File: src/rtl/counter_pkg.sv
// -----------------------------------------------------------------------------
// counter_pkg
// Shared definitions for the universal counter: the 2-bit operation code type
// and the four operation encodings used by counter and counter_next.
// -----------------------------------------------------------------------------
package counter_pkg;

    // Operation select sampled at each rising clock edge.
    typedef logic [1:0] ctrl_t;

    localparam ctrl_t CTRL_HOLD = 2'b00;  // keep current count
    localparam ctrl_t CTRL_UP   = 2'b01;  // count + 1, wraps modulo 2^N
    localparam ctrl_t CTRL_DOWN = 2'b10;  // count - 1, wraps modulo 2^N
    localparam ctrl_t CTRL_LOAD = 2'b11;  // take parallel_in

endpackage : counter_pkg

File: src/rtl/counter_next.sv
// -----------------------------------------------------------------------------
// counter_next
// Purely combinational next-count selector for the universal counter.
//
// Ports:
//   i_count        in   N  current registered count
//   i_control      in   2  operation select (HOLD / UP / DOWN / LOAD)
//   i_parallel_in  in   N  load value, only used for LOAD
//   o_next         out  N  value the count register takes on the next edge
// -----------------------------------------------------------------------------
module counter_next
    import counter_pkg::*;
#(
    parameter int N = 16
) (
    input  logic [N-1:0] i_count,
    input  ctrl_t        i_control,
    input  logic [N-1:0] i_parallel_in,
    output logic [N-1:0] o_next
);

    always_comb begin
        // NOTE: assigning a default before the case keeps every path driven,
        // so no latch is inferred if a branch is ever left incomplete.
        o_next = i_count;
        case (i_control)
            CTRL_HOLD: o_next = i_count;
            CTRL_UP:   o_next = i_count + N'(1);  // truncation gives wrap to 0
            CTRL_DOWN: o_next = i_count - N'(1);  // truncation gives wrap to all-ones
            CTRL_LOAD: o_next = i_parallel_in;
            // An unknown control code holds the count instead of loading a
            // made-up value into the register.
            default:   o_next = i_count;
        endcase
    end

endmodule : counter_next

File: src/rtl/counter.sv
// -----------------------------------------------------------------------------
// counter
// Parametric N-bit universal synchronous counter: hold, count up, count down
// and parallel load, selected per cycle by a 2-bit control code. The output
// is taken straight from the count register, so there is no combinational
// path from any input to count_out.
//
// Ports:
//   clk          in   1  clock, all updates on the rising edge
//   rst_n        in   1  asynchronous active-low reset, clears the count
//   control      in   2  operation select (see counter_pkg encodings)
//   parallel_in  in   N  load value, only used when control = LOAD
//   count_out    out  N  current count
// -----------------------------------------------------------------------------
module counter
    import counter_pkg::*;
#(
    parameter int N = 16
) (
    input  logic         clk,
    input  logic         rst_n,
    input  ctrl_t        control,
    input  logic [N-1:0] parallel_in,
    output logic [N-1:0] count_out
);

    logic [N-1:0] r_count;
    logic [N-1:0] w_next;

    counter_next #(
        .N(N)
    ) u_next (
        .i_count       (r_count),
        .i_control     (control),
        .i_parallel_in (parallel_in),
        .o_next        (w_next)
    );

    always_ff @(posedge clk or negedge rst_n) begin
        // NOTE: sequential state uses non-blocking assignments so every
        // register samples its inputs from before the edge.
        if (!rst_n) begin
            r_count <= '0;
        end else begin
            r_count <= w_next;
        end
    end

    assign count_out = r_count;

endmodule : counter

File: config.mk
export PLATFORM = sky130hd
export DESIGN_NAME = counter
export DESIGN_NICKNAME = d
export VERILOG_FILES = /design/src/rtl/counter_pkg.sv /design/src/rtl/counter_next.sv /design/src/rtl/counter.sv
export SDC_FILE = /design/constraint.sdc
export NUM_CORES = 1
export LEC_CHECK = 0
export ABC_AREA = 1
export CAP_MARGIN = 20
export CORE_UTILIZATION = 25
export CTS_BUF_LIST = sky130_fd_sc_hd__clkbuf_2 sky130_fd_sc_hd__clkbuf_4 sky130_fd_sc_hd__clkbuf_8
export DETAILED_ROUTE_END_ITERATION = 8
export GPL_ROUTABILITY_DRIVEN = 0
export SYNTH_ARGS = -nofsm -noshare
export SYNTH_HDL_FRONTEND = slang
export SYNTH_SLANG_ARGS = --single-unit
File: constraint.sdc
create_clock -name clk -period 1.9 [get_ports clk]
set_input_delay 0.38 -clock clk [delete_from_list [all_inputs] [get_ports clk]]
set_output_delay 0.38 -clock clk [all_outputs]
set_load 0.005 [all_outputs]
==> flow_summary.toml <==
[drt]
firstDrtPassIters = 4
ant_nets = 0
avgRoutedWirePerCell_um = 12.10
route.detailed.drc = 0
drt-initial-drc-count = 141
via_count = 2114
totalWireLength_um = 5685
viasPerCell = 4.498

[global_routing]
grt_start_max_net_pins = 18
gr-total-overflow = 0
grt_first_pass_wirelength_um = 9397
grtUsageTotal_pct = 16.18
antenna_found_initial = 0
grt_pass1_vias = 2010

[placed_design]
dpl-instance-area_um2 = 2467
port_buffers = 35
placed_cells = 461
dpl.hpwl_um = 4191

[die]
rows = 30
core_area_um2 = 6794
die_h_um = 85.86
fp.dieArea_um2 = 7371
start_util_pct = 25.87
die_w_um = 85.86
io_pins = 36

[worst_setup_path]
crit_family = "simple AND/OR/NAND/NOR gates"
path_class = "in -> reg"
slowest_stage = "clkdlybuf4s15_1"
crit_fanout = 3
cp-start-kind = "input pin"
endpoint_kind = "flip-flop"
worst_path_most_repeated_cell = "nand2_1"
crit_chain = "clkdlybuf4s15_1 -> inv_2 -> nand2_8 -> nand2_1 -> nand2_1 -> inv_1 -> ha_1 -> inv_2 -> nand2_2 -> nand3_2 -> o21bai_4 -> nand3_2 -> nand3_1 -> nand3_1 -> nand2_1 -> nand2_1"
crit_arrival_ps = 1920
cp.required_ps = 2060
critPathMaxStageDelay_ps = 210
crit_buf_inv = 4

[clock_tree]
cts.sinks = 16
cts_tree = "yes"
ctsLongestPathBuffers = 2
cts-root-buf = "clkbuf_8"
h-tree-depth = 1
cts_buffers = 3
clk_pin_slew_ps = 80
cts_hold_buf = 0
worst_skew_pair.late_latency_ps = 260

[synth]
synth_nets = 321
ys_types = 30
ys_ff_latch = 16
synth.cell_area_um2 = 1758
ys_seq_area_share_pct = 22.78
synth_cells = 300
ys_warn_count = 0
syn_area_per_cell_um2 = 5.860

[power]
p_int_uw = 1263
clockPowerShare_pct = 12.4
leakage_uw = 0.001396
powerDensity_nw_per_um2 = 854.9
seq_power_share_pct = 24.0
p_switching_uw = 1024
ir_drop_v = 0.0003715
netSwitchingFraction_pct = 44.75
combinationalPowerShare_pct = 63.6

[timing]
finalSetupViolCount = 0
hold_viol = 0
skew_ps = 5.038
fin_crit_ps = 1759
setup_tns_ps = 0
max_freq_mhz = 568.4
worstMarginPinSlew_ps = 320.7
relSlewSlack_pct = 78.34
period_share_pct = 92.60
drv_slew = 0
rsz0062_at_grt = "no"

[finish]
final_cell_mix = "nand2_1 (95), buf_4 (39), inv_1 (38), nor2_1 (33), clkdlybuf4s50_1 (33)"
n_fill_cell = 735
finalInstanceArea_um2 = 2675
fin_nets = 397
largest_register_ffs = 16
instances_no_fill = 470
multi_input_area_um2 = 1216
drive_gt1_share_pct = 25.40
regArea_um2 = 400.4
area_growth_pct = 52.17
num_antenna_cells = 0
final_common_cell = "nand2_1"

[status]
status = "finished clean"

[min_path]
hold_class = "in -> async"

[run]
cap_violations = 0
synthesized netlist by cell type:
cell / number / area (um2)
nor2_4: 2 / 22.52
nand2_1: 109 / 409.1
ha_1: 1 / 12.51
dfrtp_1: 16 / 400.4
o21ai_0: 11 / 55.05
buf_2: 1 / 5.000
a21oi_2: 1 / 8.760
a21oi_1: 7 / 35.03
o22ai_1: 3 / 18.77
buf_4: 2 / 15.01
inv_2: 3 / 11.26
nand2_2: 7 / 43.79
o21ai_1: 1 / 5.000
nand4_1: 1 / 6.260
a31oi_1: 1 / 6.260
nand2_4: 4 / 45.04
xor2_2: 1 / 16.27
clkbuf_1: 4 / 15.01
buf_6: 1 / 11.26
clkinv_1: 1 / 3.750
xor2_1: 6 / 52.55
o21ai_2: 1 / 8.760
buf_12: 1 / 20.02
nor2_1: 35 / 131.4
nand3_1: 27 / 135.1
a41oi_1: 8 / 70.07
nand2_8: 1 / 20.02
inv_1: 41 / 153.9
o21bai_1: 1 / 7.510
nor2_2: 2 / 12.51
layout make-up:
cell class	instances	share of cell area, %
clock buffer	3	1.543
inverter	45	6.314
multi-input combinational	230	45.46
sequential	16	14.97
tap	96	4.490
timing repair buffer	80	27.22
metal layers:
layer | GRT usage [%] | share of wire, % | up-vias
li1 | - | - | 1087
met1 | 21.50 | 46 | 948
met2 | 26.55 | 46 | 65
met3 | 1.732 | 5.4 | 14
met4 | 7.121 | 2.9 | 0
met5 | 0 | 0 | -
stage by stage:
step	power (uW)	utilization [%]	setup WS, ps	hold WS [ps]
final	2287	39.37	140.5	440.7
after global routing	2472	39.37	1.789	465.3
after CTS	2198	37.85	105.6	461.2
after detailed placement	1869	36.32	-521.9	522.6
after global placement	1868	36.32	-516.2	519.3
after floorplan	1253	-	154.0	84.41
cells by family (layout without fill, tap and decap cells):
kind of cell,count (synthesis),in the layout,synth area share [%]
AND/OR/NAND/NOR,188,188,46.97
buffers and inverters,54,128,13.38
AO/OA/AOI/OAI,34,34,12.24
flip-flops,16,16,22.78
XOR/XNOR,7,7,3.915
adder cells (fa/ha/maj),1,1,0.7116
worst paths after layout:
| check | from | end | slack, ps | depth (start not counted) |
|---|---|---|---|---|
| max in group asynchronous | rst_n | count_out[2]$_DFFE_PN0P_ | 1240 | 2 |
| worst max register to register | count_out[1]$_DFFE_PN0P_ | count_out[12]$_DFFE_PN0P_ | 170 | 14 |
| worst min-delay path | rst_n | count_out[14]$_DFFE_PN0P_ | 440 | 2 |
| worst max-delay path | control[0] | count_out[12]$_DFFE_PN0P_ | 140 | 16 |
| worst min register to register | count_out[15]$_DFFE_PN0P_ | count_out[15]$_DFFE_PN0P_ | 540 | 2 |
| min in group clk | count_out[15]$_DFFE_PN0P_ | count_out[15]$_DFFE_PN0P_ | 540 | 2 |
repair_timing:
item | in CTS | in global routing
buffers inserted | 4 | 2
gates resized for setup | 13 | 26
pin swaps | 8 | 20
endpoints found under the setup margin | 12 | 8
endpoints found under the hold margin | 0 | 0
power by group through the flow:
stage	combinational, uW	sequential (uW)	clock, uW
global route	1600	565	304
detailed placement	1320	550	0
finish	1450	548	284
CTS	1370	545	281
floorplan	706	547	0
global placement	1320	550	0
Note: power is estimated with default switching activity, not from simulation.
